$ cat config.mk
export PLATFORM = sky130hd
export DESIGN_NAME = mem_port_arbiter_flat
export DESIGN_NICKNAME = d
export VERILOG_FILES = /design/src/rtl/mem_port_arbiter_if.sv /design/src/rtl/mem_port_arbiter.sv /design/src/flat_wrapper.sv
export SDC_FILE = /design/constraint.sdc
export NUM_CORES = 1
export LEC_CHECK = 0
export CAP_MARGIN = 10
export CORE_ASPECT_RATIO = 0.8
export CORE_UTILIZATION = 43
export DETAILED_ROUTE_END_ITERATION = 8
export GPL_TIMING_DRIVEN = 0
export PLACE_DENSITY_LB_ADDON = 0.12
export SLEW_MARGIN = 20
export SYNTH_ARGS = -nofsm -noshare
export SYNTH_HDL_FRONTEND = slang
export SYNTH_SLANG_ARGS = --single-unit
$ cat constraint.sdc
create_clock -name clk -period 3.7 [get_ports clk]
set_input_delay 0.37 -clock clk [delete_from_list [all_inputs] [get_ports clk]]
set_output_delay 0.37 -clock clk [all_outputs]
set_load 0.01 [all_outputs]
$ cat src/rtl/mem_port_arbiter_if.sv
// Memory command/response bus between the port arbiter (master) and the memory model (slave).
interface mem_port_arbiter_if #(
    parameter int unsigned ADDR_W = 32,
    parameter int unsigned DATA_W = 32
);
    logic              m_valid;
    logic              m_we;
    logic [ADDR_W-1:0] m_addr;
    logic [DATA_W-1:0] m_wdata;
    logic              m_ready;
    logic              m_rvalid;
    logic [DATA_W-1:0] m_rdata;

    modport master (
        output m_valid,
        output m_we,
        output m_addr,
        output m_wdata,
        input  m_ready,
        input  m_rvalid,
        input  m_rdata
    );

    modport slave (
        input  m_valid,
        input  m_we,
        input  m_addr,
        input  m_wdata,
        output m_ready,
        output m_rvalid,
        output m_rdata
    );
endinterface

$ cat src/rtl/mem_port_arbiter.sv
// Arbitrates the single memory port between instruction fetch and load/store, one transaction
// at a time, with data priority, a fetch starvation guard and a per-transaction timeout.
module mem_port_arbiter #(
    parameter int unsigned ADDR_W     = 32,
    parameter int unsigned DATA_W     = 32,
    parameter int unsigned TIMEOUT    = 16,
    parameter int unsigned STARVE_MAX = 4
) (
    input  logic               clk,
    input  logic               reset,
    input  logic               i_req,
    input  logic [ADDR_W-1:0]  i_addr,
    output logic [DATA_W-1:0]  i_rdata,
    output logic               i_done,
    input  logic               d_req,
    input  logic               d_we,
    input  logic [ADDR_W-1:0]  d_addr,
    input  logic [DATA_W-1:0]  d_wdata,
    output logic [DATA_W-1:0]  d_rdata,
    output logic               d_done,
    output logic               err,
    mem_port_arbiter_if.master mem,
    output logic               busy,
    output logic               gnt_d
);
    localparam int unsigned TW = (TIMEOUT > 2) ? $clog2(TIMEOUT) : 1;
    localparam int unsigned SW = (STARVE_MAX > 0) ? $clog2(STARVE_MAX + 1) : 1;
    localparam logic [TW-1:0] TmoLast   = TW'(TIMEOUT - 1);
    localparam logic [SW-1:0] StarveMax = SW'(STARVE_MAX);

    typedef enum logic [1:0] {StIdle, StIssue, StWait, StResp} state_e;

    state_e        state;
    logic [TW-1:0] tmo_cnt;
    logic [SW-1:0] starve_cnt;
    logic          data_win;
    logic          fetch_win;
    logic          fin_ok;
    logic          fin_tmo;

    always_comb begin
        data_win  = d_req && !(i_req && (starve_cnt == StarveMax));
        fetch_win = i_req && !data_win;
        fin_ok    = ((state == StIssue) && mem.m_ready && mem.m_we) ||
                    ((state == StWait) && mem.m_rvalid);
        // An accepted read on the last cycle cannot complete in time, so it aborts too.
        fin_tmo   = ((state == StIssue) || (state == StWait)) && (tmo_cnt == TmoLast) && !fin_ok;
    end

    assign busy = (state != StIdle);

    always_ff @(posedge clk) begin
        if (reset) begin
            state       <= StIdle;
            tmo_cnt     <= '0;
            starve_cnt  <= '0;
            gnt_d       <= 1'b0;
            i_done      <= 1'b0;
            d_done      <= 1'b0;
            err         <= 1'b0;
            i_rdata     <= '0;
            d_rdata     <= '0;
            mem.m_valid <= 1'b0;
            mem.m_we    <= 1'b0;
            mem.m_addr  <= '0;
            mem.m_wdata <= '0;
        end else begin
            i_done <= 1'b0;
            d_done <= 1'b0;
            err    <= 1'b0;
            unique case (state)
                StIdle: begin
                    if (data_win || fetch_win) begin
                        state       <= StIssue;
                        gnt_d       <= data_win;
                        tmo_cnt     <= '0;
                        mem.m_valid <= 1'b1;
                        mem.m_we    <= data_win && d_we;
                        mem.m_addr  <= data_win ? d_addr : i_addr;
                        mem.m_wdata <= data_win ? d_wdata : '0;
                        if (fetch_win || !i_req) begin
                            starve_cnt <= '0;
                        end else if (starve_cnt != StarveMax) begin
                            starve_cnt <= starve_cnt + 1'b1;
                        end
                    end
                end
                StIssue: begin
                    tmo_cnt <= tmo_cnt + 1'b1;
                    if (mem.m_ready && !mem.m_we) begin
                        mem.m_valid <= 1'b0;
                        state       <= StWait;
                    end
                end
                StWait: begin
                    tmo_cnt <= tmo_cnt + 1'b1;
                end
                StResp: begin
                    state <= StIdle;
                end
            endcase

            // Entry into RESP overrides the per-state next state above.
            if (fin_ok || fin_tmo) begin
                state       <= StResp;
                mem.m_valid <= 1'b0;
                i_done      <= !gnt_d;
                d_done      <= gnt_d;
                err         <= fin_tmo;
                if (!mem.m_we) begin
                    if (gnt_d) begin
                        d_rdata <= fin_tmo ? '0 : mem.m_rdata;
                    end else begin
                        i_rdata <= fin_tmo ? '0 : mem.m_rdata;
                    end
                end
            end
        end
    end
endmodule

$ cat src/flat_wrapper.sv
// flat-port wrapper written by rule: the top's interface ports become plain ports
module mem_port_arbiter_flat 
#(
    parameter int unsigned ADDR_W     = 32,
    parameter int unsigned DATA_W     = 32,
    parameter int unsigned TIMEOUT    = 16,
    parameter int unsigned STARVE_MAX = 4
)
  (clk, reset, i_req, i_addr, i_rdata, i_done, d_req, d_we, d_addr, d_wdata, d_rdata, d_done, err, busy, gnt_d, mem_m_valid, mem_m_we, mem_m_addr, mem_m_wdata, mem_m_ready, mem_m_rvalid, mem_m_rdata);
  mem_port_arbiter_if #(.ADDR_W(ADDR_W), .DATA_W(DATA_W)) mem_i ();
  input  logic clk;
  input  logic reset;
  input  logic i_req;
  input  logic [ADDR_W-1:0] i_addr;
  output logic [DATA_W-1:0] i_rdata;
  output logic i_done;
  input  logic d_req;
  input  logic d_we;
  input  logic [ADDR_W-1:0] d_addr;
  input  logic [DATA_W-1:0] d_wdata;
  output logic [DATA_W-1:0] d_rdata;
  output logic d_done;
  output logic err;
  output logic busy;
  output logic gnt_d;
  output wire logic [$bits(mem_i.m_valid)-1:0] mem_m_valid;
  output wire logic [$bits(mem_i.m_we)-1:0] mem_m_we;
  output wire logic [$bits(mem_i.m_addr)-1:0] mem_m_addr;
  output wire logic [$bits(mem_i.m_wdata)-1:0] mem_m_wdata;
  input wire logic [$bits(mem_i.m_ready)-1:0] mem_m_ready;
  input wire logic [$bits(mem_i.m_rvalid)-1:0] mem_m_rvalid;
  input wire logic [$bits(mem_i.m_rdata)-1:0] mem_m_rdata;
  assign mem_m_valid = mem_i.m_valid;
  assign mem_m_we = mem_i.m_we;
  assign mem_m_addr = mem_i.m_addr;
  assign mem_m_wdata = mem_i.m_wdata;
  assign mem_i.m_ready = mem_m_ready;
  assign mem_i.m_rvalid = mem_m_rvalid;
  assign mem_i.m_rdata = mem_m_rdata;
  mem_port_arbiter #(.ADDR_W(ADDR_W), .DATA_W(DATA_W), .TIMEOUT(TIMEOUT), .STARVE_MAX(STARVE_MAX)) u_core (.clk(clk), .reset(reset), .i_req(i_req), .i_addr(i_addr), .i_rdata(i_rdata), .i_done(i_done), .d_req(d_req), .d_we(d_we), .d_addr(d_addr), .d_wdata(d_wdata), .d_rdata(d_rdata), .d_done(d_done), .err(err), .mem(mem_i), .busy(busy), .gnt_d(gnt_d));
endmodule
==> results of run 1 <==
[path summary, 6_finish.rpt]
path / to / from / cells after the start / slack, ns
max: busy / u_core.state[0] / 4 / 1.42
min reg2reg: u_core.d_rdata[12] / u_core.d_rdata[12] / 1 / 0.48
max reg2reg: u_core.i_rdata[2] / u_core.state[0] / 7 / 1.69
min: u_core.d_done / reset / 3 / 0.47
[sequential cells by signal (all words and copies together) (netlist names)]
signal and cells:
u_core.mem.m_we 1, u_core.mem.m_wdata 32, u_core.d_done 1, u_core.gnt_d 1, u_core.i_done 1, u_core.err 1, u_core.mem.m_addr 32, u_core.mem.m_valid 1
u_core.state 2, u_core.tmo_cnt 4, u_core.d_rdata 32, u_core.i_rdata 32, u_core.starve_cnt 3
[power breakdown]
part	switching, mW	internal (mW)	leakage (nW)
combinational	0.817	0.811	1.92
sequential	0.141	1.77	1.17
clock	0.691	1.07	0.284
total	1.65	3.65	3.37
[final cells by class]
class	instances	area (sq um)	area share (%)
Buffer	42	236	2.69
Clock buffer	17	425	4.84
Clock inverter	14	181	2.06
Inverter	6	22.5	0.256
Multi-Input combinational cell	327	2190	24.9
Sequential cell	143	2860	32.6
Tap cell	148	185	2.11
Timing Repair Buffer	268	2680	30.5
[cells in the mapped netlist (all sizes together)]
cell / number / share of area, %
and2: 1 / 0.12
and3: 1 / 0.12
nor2: 77 / 5.6
o21ai: 2 / 0.19
o22ai: 1 / 0.12
a22o: 64 / 11
or3b: 2 / 0.33
o21bai: 1 / 0.14
a32o: 1 / 0.19
nand2b: 5 / 0.59
a22oi: 33 / 7.4
nor3: 6 / 0.66
nor2b: 1 / 0.12
buf: 32 / 3.7
dfxtp: 143 / 54
a21oi: 7 / 0.87
xnor2: 2 / 0.33
or3: 1 / 0.12
a32oi: 3 / 0.49
a31oi: 2 / 0.24
nand3: 3 / 0.28
clkbuf: 10 / 0.71
nor4: 1 / 0.24
inv: 6 / 0.42
ha: 7 / 1.6
nand4: 1 / 0.12
a211oi: 1 / 0.14
nand2: 69 / 4.9
nor3b: 3 / 0.52
a311oi: 32 / 5.3
[cell families (layout without fill, tap and decap cells)]
logic type                 Yosys count  count (layout)  share of synthesized area (%)
adders and majority gates            7               7                           1.65
DFF                                143             143                           53.9
and+or+nand+nor                    171             171                           13.7
xor gates and xnor gates             2               2                          0.330
AOI/OAI and AO/OA                  147             147                           25.6
buffers and inverters               48             347                           4.88
[worst max-delay path, cell delays in order, from the launching register on]
cell and delay (ns):
dfxtp_1 0.39, inv_1 0.09, ha_1 0.30, inv_1 0.16, clkdlybuf4s50_1 0.57
[per-layer routing]
layer,vias up,routed length (microns)
li1,2458,-
met1,2402,6760
met2,206,8160
met3,28,1060
met4,0,306
met5,-,0
[through the flow]
step | utilization (%) | hold WS [ns]
after global placement | 69.4 | 0.459
after CTS | 74.6 | 0.454
after global routing | 74.6 | 0.495
after detailed placement | 69.4 | 0.463
after floorplan | - | 0.454
final | 74.6 | 0.472
==> results.yml, run 1 <==
global_routing:
  gr-total-overflow: 0
  grt_antenna_before_repair: 0
  grt_max_degree: 17
  busiest_layer: "met2"
  groute.layer.met1.usage_pct: 29.3
  use_met2_pct: 45.0
  track_usage_pct: 25.3
  grt_pass1_vias: 5072
  grt_pass1_wl_microns: 25400
  grt.met3_usage_pct: 7.34
layout:
  syn_to_final_growth_pct: 65.4
  antennaDiodeCount: 0
  drive_above_1_share_pct: 12.0
  instances_no_fill: 965
  final_cell_mix: "268 x clkdlybuf4s50_1, 143 x dfxtp_1, 76 x nor2_1"
  layout_commonest_cell: "clkdlybuf4s50_1"
  num-nets-final: 947
  n_fill_cell: 839
  fin_area_sq_um: 8790
clock_network:
  clock-sinks: 143
  cts_htree_levels: 4
  path_clk_slew_ns: 0.06
  hold_buffers: 0
  worstSkewPairLatency_ns: 0.41
  cts_resized: 0
  clock_path_buffers: 2
  cts_tree: "yes"
  numCtsBuffers: 17
  postCtsSetupBuffers: 0
  root_buffer: "clkbuf_16"
sta:
  finalSetupTns_ns: 0
  tightest_slew_ns: 0.537
  finalHoldViolations: 0
  max_freq_ghz: 0.438
  rsz0062_at_grt: "false"
  period_minus_slack_ns: 2.28
  slew_headroom_pct: 64.2
  period_share_pct: 61.8
  skew_ns: 0.0107
  setup_viol_count_final: 0
  layout_setup_ws_ns: 1.42
  maxSlewViolCount: 0
placed_design:
  placed_cell_area_sq_um: 8180
  dp_hpwl_microns: 12300
  preCtsSetupSlack_ns: 1.55
  io_buffers: 268
  place_congestion: 0.809
  place_inst: 934
logic_synthesis:
  ys_ff_latch: 143
  synth.avg_cell_area_sq_um: 10.3
  ys_seq_area_share_pct: 53.9
  syn_area_sq_um: 5310
  ys_warn_count: 0
  yosysUniqueCellTypes: 39
  syn-num-nets: 660
  syn_inst: 518
floorplanning:
  dieArea_sq_um: 12800
  core-area_sq_um: 11800
  rows: 35
  initial_core_util_pct: 45.1
  ios: 270
  die-width_microns: 126
  fp.dieH_microns: 101
pwr:
  powerDensity_nw_per_um2: 603
  power_mw: 5.30
  leakage_nw: 3.37
  ir_drop_mv: 0.453
drt:
  drt-initial-drc-count: 218
  ant_nets: 0
  routed_wl_microns: 16300
  via_per_inst: 5.28
  wire_per_inst_microns: 16.9
  firstDrtPassIters: 4
  vias: 5094
  drc: 0
worst_setup_path:
  required_ns: 3.33
  arrival_ns: 1.91
  cp-end-kind: "output pin"
  crit_type: "register to output pin"
  cp_max_fo: 9
  start_kind: "register"
run:
  maxCapViolCount: 0
hold_path:
  hold_class: "primary input to register"
status:
  outcome: "finished, final reports clean"
No activity file was read; power rests on OpenSTA's default activity.
==> run 2: changes to the inputs <==
- CORE_UTILIZATION: 43 -> 40
- clock period: 3.7 -> 2.35 ns (I/O delays scaled with it)
==> run 2 against run 1 <==
  * Final cell count is 2.9% higher
  * Critical path depth unchanged
  * Hold slack got worse by 0.15 ns
  * Global-route usage is 1.4 points lower
  * Largest power group unchanged
  * Register-to-register slack got worse by 1.4 ns
  * Core utilization decreased by 6.1 points
==> results.yml, run 2 (same netlist as run 1, synthesis figures left out) <==
sta:
  period_minus_slack_ns: 2.14
  rsz0062_at_grt: "false"
  layout_setup_ws_ns: 0.207
  max_freq_ghz: 0.467
  period_share_pct: 91.2
  maxSlewViolCount: 0
  holdWs_ns: 0.318
  setup_viol_count_final: 0
  finalSetupTns_ns: 0
  finalHoldViolations: 0
  slew_headroom_pct: 60.9
  skew_ns: 0.00956
  tightest_slew_ns: 0.582
placed_design:
  io_buffers: 268
  place_congestion: 0.794
  preCtsSetupSlack_ns: 0.310
  dp_hpwl_microns: 11800
pwr:
  leakage_nw: 3.39
  powerDensity_nw_per_um2: 950
  ir_drop_mv: 0.710
worst_setup_path:
  reg2reg_depth: 7
  cp_top_family: "buffers and inverters"
  slowest_delay_ns: 0.57
  cp_cell_sequence: "inv_1 > ha_1 > inv_1 > clkdlybuf4s50_1"
  cpMostUsedCell: "inv_1"
  reg2reg_from: "u_core.state[0]"
  r2r_end: "u_core.mem.m_addr[13]"
  r2r_slack_ns: 0.33
  start_kind: "register"
  crit_type: "register to output pin"
  crit_path_top_delay_cell: "clkdlybuf4s50_1"
  arrival_ns: 1.91
  cp_max_fo: 9
  path_buf_inv: 3
  cp-end-kind: "output pin"
  required_ns: 2.12
clock_network:
  worstSkewPairLatency_ns: 0.42
  hold_buffers: 0
  numCtsBuffers: 17
  root_buffer: "clkbuf_16"
  postCtsSetupBuffers: 0
  cts_tree: "yes"
  clock-sinks: 143
  path_clk_slew_ns: 0.06
  clock_path_buffers: 2
  cts_resized: 0
  cts_htree_levels: 4
floorplanning:
  initial_core_util_pct: 41.1
  ios: 270
  dieArea_sq_um: 13700
  die-width_microns: 131
  rows: 37
  core-area_sq_um: 12900
  fp.dieH_microns: 105
global_routing:
  gr-total-overflow: 0
  grt_pass1_vias: 5076
  grt_pass1_wl_microns: 25400
  track_usage_pct: 23.9
  grt_max_degree: 17
  grt_antenna_before_repair: 0
hold_path:
  holdPathEnd: "u_core.d_done"
  hold_depth: 3
  hp-start: "reset"
  hold_class: "primary input to register"
drt:
  routed_wl_microns: 16100
  drt-initial-drc-count: 236
  drc: 0
  vias: 5075
  ant_nets: 0
  firstDrtPassIters: 6
  wire_per_inst_microns: 16.2
  via_per_inst: 5.11
layout:
  regArea_sq_um: 2860
  n_fill_cell: 955
  final_cell_mix: "268 x clkdlybuf4s50_1, 143 x dfxtp_1, 76 x nor2_1"
  antennaDiodeCount: 0
  num-nets-final: 947
  syn_to_final_growth_pct: 66.5
  layout_commonest_cell: "clkdlybuf4s50_1"
  drive_above_1_share_pct: 12.0
  multi_input_area_sq_um: 2190
status:
  outcome: "finished, final reports clean"
run:
  maxCapViolCount: 0
==> run 2: cell types whose count changed in the layout (fill, tap and decap cells not counted) <==
cell        before  now
clkinv_2         0    2
clkbuf_8         0    1
bufinv_16        3    4
inv_6            6    1
clkinvlp_4       4    3
clkbuf_1        10   11
clkinv_4         1    3
==> run 2: cell type report <==
class,count,area share [%]
buffer,42,2.67
inverter,6,0.255
clock inverter,13,2.12
multi-input combinational,327,24.8
timing repair buffer,268,30.3
clock buffer,19,5.01
tap,175,2.48
sequential,143,32.4
==> run 2: worst max-delay path by stage <==
stage | cells past startpoint | slack (ns) | start | to
5_1_grt | 4 | 0.10 | u_core.state[0] | busy
4_1_cts | 4 | 0.19 | u_core.state[0] | busy
3_5_place_dp | 6 | 0.31 | i_req | u_core.tmo_cnt[3]
2_1_floorplan | 7 | 0.64 | u_core.state[0] | u_core.d_rdata[10]
6_report | 4 | 0.21 | u_core.state[0] | busy
3_3_place_gp | 6 | 0.35 | i_req | u_core.tmo_cnt[3]
==> run 2: through the flow <==
stage / area, sq um / total power, mW / util (%) / instances
floorplan: 5310 / 4.36 / - / 518
global placement: 8210 / 5.51 / 63.6 / 961
detailed placement: 8210 / 5.59 / 63.6 / 961
CTS: 8840 / 8.47 / 68.5 / 993
global route: 8840 / 8.85 / 68.5 / 993
finish: 8840 / 8.40 / 68.5 / 993
==> run 2: power breakdown <==
group | total [mW] | internal, mW | leakage (nW) | switching (mW)
registers | 3.00 | 2.78 | 1.17 | 0.221
logic | 2.55 | 1.28 | 1.92 | 1.28
clock network | 2.85 | 1.81 | 0.300 | 1.04
==> run 2: worst min-delay path: cells and delay by family <==
family	cells	cell delay [ns]
AND/OR/NAND/NOR	2	0.27
buffers and inverters	1	0.18
==> run 2: metal layers <==
metal	global-route usage (%)	vias to the layer above	part of all wire (%)
met1	27.8	2398	42
met3	8.50	34	7.9
li1	-	2458	-
met4	10.8	0	2.3
met2	39.0	185	48
met5	0	-	0
